File: src/rtl/imul_arb.sv
// imul_arb: two-port request arbiter in front of a fixed-latency multiplier.
//   Each port queues {op, tag} in a 2-entry FIFO. At most one head is issued
//   per enabled cycle, and a LAT-deep tracking pipe returns {port, tag}
//   alongside the result.
//   Define IMUL_ARB_RR_EN for round-robin arbitration. Without it, port 0
//   has fixed priority.
// Ports:
//   clk, rst (async, active-low), clkEn (pipeline advance), flush (kill all)
//   reqN_vld/op/tag in, reqN_rdy out  : request ports 0 and 1
//   mul_en/mul_op/mul_sel             : issue strobe, op and operand select
//   res_vld/res_port/res_tag          : result ownership, last tracking stage
//   busy                              : anything queued or in flight
module imul_arb #(
    parameter int TAG_W = 9,
    parameter int LAT   = 3
) (
    input  logic             clk,
    input  logic             rst,
    input  logic             clkEn,
    input  logic             flush,
    input  logic             req0_vld,
    input  logic             req1_vld,
    input  logic [12:0]      req0_op,
    input  logic [12:0]      req1_op,
    input  logic [TAG_W-1:0] req0_tag,
    input  logic [TAG_W-1:0] req1_tag,
    output logic             req0_rdy,
    output logic             req1_rdy,
    output logic             mul_en,
    output logic [12:0]      mul_op,
    output logic             mul_sel,
    output logic             res_vld,
    output logic             res_port,
    output logic [TAG_W-1:0] res_tag,
    output logic             busy
);
    localparam int EW = 13 + TAG_W;

    logic [1:0]       cnt_q [2];
    logic [1:0]       cnt_d [2];
    logic [EW-1:0]    ent_q [2][2];
    logic [EW-1:0]    ent_d [2][2];
    logic [EW-1:0]    din   [2];
    logic [EW-1:0]    head;
    logic [1:0]       vld, ne, rdy, push, pop;
    logic             iss, win;
    logic [LAT-1:0]   tv_q, tv_d, tp_q, tp_d;
    logic [TAG_W-1:0] tt_q [LAT];
    logic [TAG_W-1:0] tt_d [LAT];

`ifdef IMUL_ARB_RR_EN
    logic ptr_q, ptr_d;
`endif

    // Arbitration: slot 0 of each FIFO is always its head.
    always_comb begin
        vld    = {req1_vld, req0_vld};
        din[0] = {req0_op, req0_tag};
        din[1] = {req1_op, req1_tag};
        for (int p = 0; p < 2; p++) begin
            ne[p]   = cnt_q[p] != 2'd0;
            rdy[p]  = cnt_q[p] != 2'd2;
            push[p] = vld[p] & rdy[p];
        end
        iss = clkEn & ~flush & (|ne);
`ifdef IMUL_ARB_RR_EN
        win   = (&ne) ? ptr_q : ne[1];
        // The pointer only moves when the favoured port actually issued.
        ptr_d = (iss && win == ptr_q) ? ~ptr_q : ptr_q;
`else
        win = ~ne[0];
`endif
        head = ent_q[win][0];
        pop  = {iss & win, iss & ~win};
    end

    // FIFO update: a pop shifts slot 1 forward. A push lands in the first free
    // slot after the pop is accounted for.
    always_comb begin
        for (int p = 0; p < 2; p++) begin
            cnt_d[p]    = flush ? 2'd0 : cnt_q[p] + {1'b0, push[p]} - {1'b0, pop[p]};
            ent_d[p][0] = (pop[p] && cnt_q[p] == 2'd2) ? ent_q[p][1] :
                          ((pop[p] || cnt_q[p] == 2'd0) && push[p]) ? din[p] : ent_q[p][0];
            ent_d[p][1] = (push[p] && !pop[p] && cnt_q[p] == 2'd1) ? din[p] : ent_q[p][1];
        end
    end

    // Tracking pipe mirrors the multiplier: it advances only with clkEn.
    always_comb begin
        tv_d = tv_q;
        tp_d = tp_q;
        tt_d = tt_q;
        if (flush) begin
            tv_d = '0;
        end else if (clkEn) begin
            tv_d[0] = iss;
            tp_d[0] = win;
            tt_d[0] = head[TAG_W-1:0];
            for (int i = 1; i < LAT; i++) begin
                tv_d[i] = tv_q[i-1];
                tp_d[i] = tp_q[i-1];
                tt_d[i] = tt_q[i-1];
            end
        end
    end

    always_ff @(posedge clk or negedge rst) begin
        if (!rst) begin
            cnt_q[0] <= 2'd0;
            cnt_q[1] <= 2'd0;
            tv_q     <= '0;
        end else begin
            cnt_q <= cnt_d;
            tv_q  <= tv_d;
        end
    end

`ifdef IMUL_ARB_RR_EN
    always_ff @(posedge clk or negedge rst) begin
        if (!rst) ptr_q <= 1'b0;
        else      ptr_q <= ptr_d;
    end
`endif

    // Payload storage is qualified by the count/valid flops and needs no reset.
    always_ff @(posedge clk) begin
        ent_q <= ent_d;
        tp_q  <= tp_d;
        tt_q  <= tt_d;
    end

    assign req0_rdy = rdy[0];
    assign req1_rdy = rdy[1];
    assign mul_en   = iss;
    assign mul_sel  = iss & win;
    assign mul_op   = iss ? head[EW-1:TAG_W] : 13'd0;
    assign res_vld  = tv_q[LAT-1];
    assign res_port = tp_q[LAT-1];
    assign res_tag  = tt_q[LAT-1];
    assign busy     = (|ne) | (|tv_q);

endmodule

File: config.mk
export PLATFORM = sky130hd
export DESIGN_NAME = imul_arb
export DESIGN_NICKNAME = d
export VERILOG_FILES = /design/src/rtl/imul_arb.sv
export SDC_FILE = /design/constraint.sdc
export NUM_CORES = 1
export LEC_CHECK = 0
export CAP_MARGIN = 20
export CORE_MARGIN = 2
export CORE_UTILIZATION = 42
export CTS_BUF_LIST = sky130_fd_sc_hd__clkbuf_16
export CTS_CLUSTER_SIZE = 16
export DETAILED_ROUTE_END_ITERATION = 8
export GPL_TIMING_DRIVEN = 0
export SLEW_MARGIN = 25
export SYNTH_ARGS = -nofsm -noshare
export SYNTH_HDL_FRONTEND = slang
export SYNTH_SLANG_ARGS = --single-unit
File: constraint.sdc
create_clock -name clk -period 5.4 [get_ports clk]
set_input_delay 1.08 -clock clk [delete_from_list [all_inputs] [get_ports clk]]
set_output_delay 1.08 -clock clk [all_outputs]
set_load 0.03 [all_outputs]
* Word-level counts from Yosys, hierarchy flattened
Index checks and enable logic that the tools add are counted.
Widths: inputs -> output; s select.
** Storage, ports and cells
- Register bits after elaboration :: 125
- Latch bits :: 0
- Bits in writable memories :: 0
- ROM bits :: 0
- Bits of input ports :: 50
- Output and inout port bits :: 29
- Word-level logic and storage cells :: 66
- Memories :: 0
** Operators by class
- Add/subtract/negate cells :: 4
- Multiply operators :: 0
- Divide/modulo/power cells :: 0
- Magnitude comparators :: 1
- Eq/ne operators :: 6
- Shift operators :: 0
- Multiplexer cells :: 12
- Bitwise logic cells :: 10
- Reductions and logical operators :: 22
** Operator list (number)
- $mux 44 :: 3
- $mux 22 :: 4
- $mux 13 :: 1
- $reduce_bool 2->1 :: 5
- $logic_and 1x1->1 :: 8
- $and 1x1->1 :: 6
- $mux 3 :: 2
- $add 2x1->2 :: 2
- $eq 2x1->1 const B :: 2
- $eq 2x2->1 const B :: 2
- $logic_not 2->1 :: 2
- $mux 2 :: 2
- $ne 2x2->1 const B :: 2
- $sub 2x1->2 :: 2
- $reduce_or 3->1 :: 1
- $ge 2x2->1 const B :: 1
- $logic_not 1->1 :: 2
- $logic_or 1x1->1 :: 2
- $not 1->1 :: 2
- $not 1->2 :: 1
- $reduce_and 2->1 :: 1
- $reduce_or 2->1 :: 1
- $or 1x1->1 :: 1

* Depth between registers and ports, before layout
Gate-level depths: netlist of run 1.
- Word-level depth :: 8
- Depth in mapped cells :: 10
- Mapped depth without buffers :: 9

* Worst setup path before layout of run 1
Ideal clock, no wire load.
- Path type :: input to register
- Start :: in flush
- End :: reg ent_q[66] in the netlist's numbering, enable pin
- Setup time :: 0.432 ns
- Arrival time :: 3.236 ns
- Required time :: 4.968 ns
- Slack :: 1.733 ns
- Stages :: 4
- Buffers on the path :: 0
- Cells stage by stage :: nand2b_4 inv_4 mux2i_1 o21ai_0
** On the way
- Longest elaborated chain between the ends :: 7
- Elaborated cells between the ends (all ways) :: 8
- Those cells by class :: 4 x bitwise; 4 x reduce/logical
** RTL lines
- from (decl) :: line 20 : input logic flush,
- $not 1->1 (no source line) *
- $and 1x1->1 * (2 in a row) :: line 65 : iss = clkEn & ~flush & (|ne);
- $and 1x1->1 * :: line 74 : pop = {iss & win, iss & ~win};
- $logic_or 1x1->1 :: line 83 : ((pop[p] || cnt_q[p] == 2'd0) && push[p]) ? din[p] : ent_q[p][0];
- $logic_and 1x1->1 :: line 83
- $reduce_bool 2->1 (no source line) *
- to (signal assigned) :: line 127 : ent_q <= ent_d;
- to (decl) :: line 41 : logic [EW-1:0] ent_q [2][2];
Every way passes the cells marked *; elsewhere a longest branch is shown, timed or not.
A chain may end at the register's enable or synchronous reset.

* Worst setup path after layout of run 1
- Start :: in flush
- End :: out mul_op[5]
** On the way
- Longest elaborated chain between the ends :: 4
** RTL lines
- $not 1->1 (no source line)
- $and 1x1->1 (2 in a row) :: line 65
- $mux 13 :: line 136 : assign mul_op = iss ? head[EW-1:TAG_W] : 13'd0;
- to (decl) :: line 30 : output logic [12:0] mul_op,
No other way between the ends.

==> impl_metrics.csv, run 1 <==
group,metric,value,unit
outcome,status,"complete, but fails checks",
outcome,violations,"design-rule violations",
timing,rsz0062_at_grt,"false",
cts,clk_latency,400,ps
worst_setup_path,path_common_cell,"clkdlybuf4s50_1",
synth,synth_xor_area_frac,0.00526,
routing,drt-initial-drc-count,107,
synth,syn_nets,315,
floorplan,ios,79,
synth,avgSynthCellArea,19.3,µm²
finish,fillers,935,
grt,antenna_found_initial,0,
synth,ys_ff_latch,125,
min_path,hold_path_class,"reg2reg",
placement,dp_slack,895,ps
finish,drive_gt1_frac,0.300,
worst_setup_path,critPathKind,"in2out",
synth,synth_area,5000,µm²
placement,dp_hpwl,5800,µm
placement,dp_cells,481,
routing,drc,3,
routing,via_per_inst,4.84,
floorplan,die_y,113,µm
grt,grt_first_pass_wirelength,14000,µm
cts,cts_buffers,17,
timing,finalSetupViolCount,0,
cts,cts.htree.levels,4,
grt,grt_overflow,0,
synth,yosys.area.top_type,"edfxtp_1",
flow_run,drv_cap,0,
routing,drtPass1Iterations,8,
worst_setup_path,max_stage_delay,700,ps
synth,synth_most_common_cell,"edfxtp_1",
timing,period_minus_slack,4460,ps
timing,fin_skew,8.78,ps
synth,ys_seq_area_frac,0.744,
floorplan,start_util,0.434,
cts,clkTransAtPathRegs,50,ps
routing,ant_nets,0,
grt,grt_max_degree,35,
synth,synthAdderAreaFrac,0.0150,
grt,grtUsageTotal,0.149,
finish,antenna_cells,0,
synth,synthCells,259,
floorplan,die_area,12800,µm²
timing,setup_tns,0,ps
floorplan,rows,39,
cts,clockRootBuffer,"clkbuf_16",
floorplan,core_area,11500,µm²
synth,muxShareOfSynthArea,0.140,
timing,period_share,0.826,
timing,maxSlewHeadroom,0.537,
worst_setup_path,cpMaxStageDelayCell,"clkdlybuf4s50_1",
pwr,power.density,471,nW/µm²
finish,syn_to_final_growth,32.7,%
worst_setup_path,crit_chain,"clkdlybuf4s50_1 > nand2b_4 > nor4_4 > buf_4 > a22o_1 > clkdlybuf4s50_1",
routing,drt_wl_total,8790,µm
synth,synth-edff-count,118,
cts,postCtsSetupRepairBufs,0,
synth,yosysTopAreaCellShare,0.709,
worst_setup_path,rrSetupSlack,2950,ps
synth,synth_compound_area_frac,0.0265,
synth,synth_top_family_by_area,"multiplexers",
synth,async_flop_share,0.0560,
worst_setup_path,setup.worst_path.end_class,"primary output",
synth,ys_top_cells_by_count,"edfxtp_1, mux2_2, mux2_4",
synth,yosysUniqueCellTypes,32,
pwr,vdd_ir_drop_max,0.000299,V
cts,cts_resized,0,
cts,clock_sinks,125,
cts,cts_tree,"done",
finish,nets,413,
routing,routedWlPerCell,17.1,µm
worst_setup_path,crit_required,4320,ps
grt,grt_pass1_vias,2708,
worst_setup_path,worstPathMaxFanout,11,
cts,clockBufferDepth,2,
floorplan,die_x,113,µm
worst_setup_path,crit_arrival,3380,ps
timing,final_hold_viol_count,0,
cts,ctsHoldBuffers,0,
synth,synth-simple-area-share,0.0373,
finish,fin_cells,513,
synth,yosysWarnings,0,
routing,vias,2484,
timing,worst_slew_pin_slew,693,ps
synth,synth_flop_cell,"edfxtp_1",
worst_setup_path,startpoint_type,"primary input",
placement,place.port_buffers,78,
timing,clock.fmax,224,MHz
placement,place.gp.congestion,0.740,
pwr,p_leak,0.00245,µW
synth,synth_area_leaders,"edfxtp_1, mux2_2, mux2_4",
timing,report.final.slew_viol_count,0,
timing,finalWorstSetupSlack,940,ps
==> layout make-up <==
class                      count  area (µm²)  share of cell area
sequential                   125        3720               0.561
multi-input combinational    110        1140               0.172
timing repair buffer          79         808               0.122
clock buffer                  17         425              0.0642
clock inverter                15         198              0.0298
tap                          143         179              0.0270
buffer                        17         130              0.0196
inverter                       7        28.8             0.00434
==> worst paths after layout <==
check	end	startpoint	cells after the start
max in group asynchronous	cnt_q[0]	rst	1
min reg2reg	tt_q[12]	tt_q[21]	0
max reg2reg	ent_q[5]	cnt_q[1]	7
max	mul_op[5]	flush	6
min in group asynchronous	tv_q[1]	rst	1
min	tt_q[12]	tt_q[21]	0
==> kinds of logic (layout without fill, tap and decap cells) <==
kind of cell / after synthesis / after routing
multiplexers: 56 / 56
AND/OR/NAND/NOR: 29 / 29
adder cells (fa/ha/maj): 6 / 6
flip-flops: 125 / 125
buffers and inverters: 24 / 135
AO/OA/AOI/OAI: 16 / 16
XOR/XNOR: 3 / 3
==> registers in the layout, indices dropped and copies added (netlist names) <==
name	count
ent_q	88
tv_q	3
tp_q	3
tt_q	18
cnt_q	4
res_tag	9
==> placed cells by master, fill, tap and decap left out, types with 2 or more instances in the layout <==
master and n:
a22o_1 13, buf_4 13, buf_6 2, bufinv_16 4, clkbuf_16 17, clkdlybuf4s50_1 78
clkinv_2 2, clkinv_4 3, clkinvlp_4 5, dfrtp_1 7, edfxtp_1 118, ha_1 6
inv_1 6, mux2_2 33, mux2_4 19, mux2i_1 3, nand2_1 5, nand2b_1 2
nand3_1 2, nor2_1 7, nor2_4 2, nor2b_1 2, nor3_1 2, xor2_1 2
==> report_power, final <==
group | internal [µW] | switching [µW]
registers | 1300 | 57.5
logic | 256 | 337
clock network | 769 | 407
==> stage by stage <==
stage	hold slack (ps)	power (µW)	util	instance area [µm²]
2_1_floorplan	400	1730	-	5000
3_3_place_gp	401	1940	0.517	5960
3_5_place_dp	405	1980	0.522	6010
4_1_cts	418	3160	0.576	6630
5_1_grt	422	3270	0.576	6630
6_report	418	3120	0.576	6630
==> worst max-delay path: cells and delay by family <==
kind,cells,cell delay (ps)
buffers and inverters,3,1530
AND/OR/NAND/NOR,2,590
AO/OA/AOI/OAI,1,160
==> routing by layer <==
| metal | GRT usage | wire, µm |
|---|---|---|
| met1 | 0.177 | 3770 |
| met2 | 0.244 | 4430 |
| met3 | 0.0632 | 527 |
| met4 | 0.0561 | 68 |
| met5 | 0 | 0 |
No activity file was read; power rests on OpenSTA's default activity.
==> run 2, diff against run 1 <==
Clock period 5.4 ns to 4.2 ns, I/O delays scaled along.
==> results of run 2 <==
Same layout as run 1 (identical final DEF). Status: complete, but fails checks: design-rule violations.
Main changes from that run: setup slack after placement 895 ps -> 175 ps; setup slack after layout 940 ps -> 220 ps; register-to-register setup slack 2950 ps -> 1750 ps; total power 3120 µW -> 4010 µW; worst IR drop on VDD 0.000299 V -> 0.000385 V
==> patch: new RTL, config.mk and constraints of run 2 <==
Set the parameter `TAG_W` to 18 (it was 9).
--- a/src/rtl/imul_arb.sv
+++ b/src/rtl/imul_arb.sv
@@ -12,5 +12,5 @@
 //   busy                              : anything queued or in flight
 module imul_arb #(
-    parameter int TAG_W = 9,
+    parameter int TAG_W = 18,
     parameter int LAT   = 3
 ) (
Ports: changed (resized req0_tag, req1_tag and res_tag); port bits go from 79 to 106. The function was not compared with the original's and may differ.
==> patch against run 2 <==
  * Fmax shrank 0.77%
  * Cell count is 42% higher
  * Routed wire length up 45%
  * Area after synthesis is 46% higher
  * Total power increased by 35%
  * Cell area grew 42%
  * Setup slack got worse by 31 ps
  * Die area increased by 45%
  * Via count up 40%
  * Sequential cell count rose by 63
  * Critical path type unchanged
  * Critical endpoint unchanged
  * Largest power group unchanged
==> patch: results <==
[cts]
worstSkewPairLatency_ps = 430
ctsHoldBuffers = 0
clockBufferDepth = 2
clk_pin_slew_ps = 70
cts-root-buf = "clkbuf_16"
htree_levels = 4

[placement]
dp.final_hpwl_um = 8400
gp_congestion = 0.728
dp_slack_ps = 162
post_dp_cell_area_um2 = 8780
port-buffer-count = 105

[synthesis]
synthTopCellsByArea = "edfxtp_1 74%, mux2_2 7.5%, mux2_4 6.0%, dfrtp_1 2.4%, buf_4 2.2%"
syn_nets = 435
yosysSeqAreaShare_pct = 76.7
synth_edf_count = 181
synth.distinct_cells = 32
synth_common_cells = "181 x edfxtp_1, 49 x mux2_2, 29 x mux2_4"
async_flop_share_pct = 3.72

[timing]
final.setup_skew_ps = 9.60
relSlewSlack_pct = 46.8

[routing]
dr_total_vias = 3483
wire_per_inst_um = 17.5
first_iter_violations = 208
first_pass_iters = 4

[cells_and_area]
diodes = 0
layout.nets = 563
largest_register = "ent_q"
layout-drive-gt1-share_pct = 30.1
largest_register_ff_count = 124

[grt]
grt_pass1_wl_um = 20000
grt_max_degree = 62
antenna_found_initial = 0
grt_pass1_vias = 3731
grt_usage_pct = 15.1

[worst_setup_path]
cp_max_fo = 11
crit_arrival_ps = 3170
worst_r2r_path_depth = 8

[min_path]
hold_path_class = "reg2reg"
min_path_cells = 0

[outcome]
outcome = "completed"

[power]
power_switching_mw = 1.34
p_leak_nw = 3.43
ir_drop_v = 0.000336
patch: cell types whose count changed in the layout (fill, tap and decap cells not counted), sizes merged:
cell,change
clkdlybuf4s50,+27
clkinv,-4
bufinv,+2
inv,+5
mux2,+27
clkbuf,+1
buf,+14
edfxtp,+63
clkinvlp,-3
patch: timing repair:
action | CTS | global route
resized for setup | 0 | 2
setup endpoints to repair | 0 | 1
setup buffers | 0 | 0
patch: through the flow:
step | power [mW] | setup TNS, ps | util [%] | std cells
final | 5.42 | 0 | 55.0 | 727
after detailed placement | 3.69 | 0 | 51.1 | 695
after global routing | 5.66 | 0 | 55.0 | 727
after floorplan | 3.23 | 0 | - | 361
after global placement | 3.59 | -93100 | 50.3 | 691
after CTS | 5.48 | 0 | 55.0 | 727
patch: layout make-up:
| cell class | instances | area [µm²] |
|---|---|---|
| Tap cell | 225 | 282 |
| Clock buffer | 17 | 425 |
| Fill cell | 1367 | 7730 |
| Clock inverter | 15 | 241 |
| Sequential cell | 188 | 5610 |
| Timing Repair Buffer | 109 | 1150 |
| Multi-Input combinational cell | 137 | 1490 |
| Inverter | 7 | 28.8 |
| Buffer | 29 | 219 |
patch: power groups by stage:
stage	combinational [mW]	sequential, mW	clock [mW]
6_report	1.04	2.59	1.79
5_1_grt	1.12	2.62	1.92
4_1_cts	1.06	2.59	1.83
3_5_place_dp	1.05	2.63	0
3_3_place_gp	0.953	2.64	0
2_1_floorplan	0.622	2.61	0
patch: path summary, 6_finish.rpt:
path,startpoint,end,slack [ps]
worst max-delay path,flush,mul_op[5],190
worst min-delay path,tt_q[39]$_DFFE_PP_,tt_q[21]$_DFFE_PP_,420
worst max register to register,cnt_q[1]$_DFF_PN0_,ent_q[1]$_DFFE_PP_,1850
worst min register to register,tt_q[39]$_DFFE_PP_,tt_q[21]$_DFFE_PP_,420
max in group asynchronous,rst,tv_q[2]$_DFFE_PN0P_,3260
min in group asynchronous,rst,cnt_q[3]$_DFF_PN0_,690
patch: logic make-up after synthesis:
family                     count (synthesis)  synth area share, %
AOI/OAI and AO/OA                         16                 1.81
buffers and inverters                     36                 3.32
and+or+nand+nor                           29                 2.55
adders and majority gates                  6                 1.03
muxes                                     83                 14.2
DFF                                      188                 76.7
xor gates and xnor gates                   3                0.359
patch: layer usage:
layer  track usage, %  wire [µm]  share of wire [%]  up-vias
met2             24.0       6130                 48       97
met5                0          0                  0        -
met1             18.4       5480                 43     1716
met3             6.11        896                7.0       21
li1                 -          -                  -     1649
met4             5.90        248                1.9        0
patch: critical path, cell delays in order:
cell and delay [ps]:
clkdlybuf4s50_1 560, nand2b_4 260, nor4_4 320, clkbuf_4 310
a22o_1 200, clkdlybuf4s50_1 680
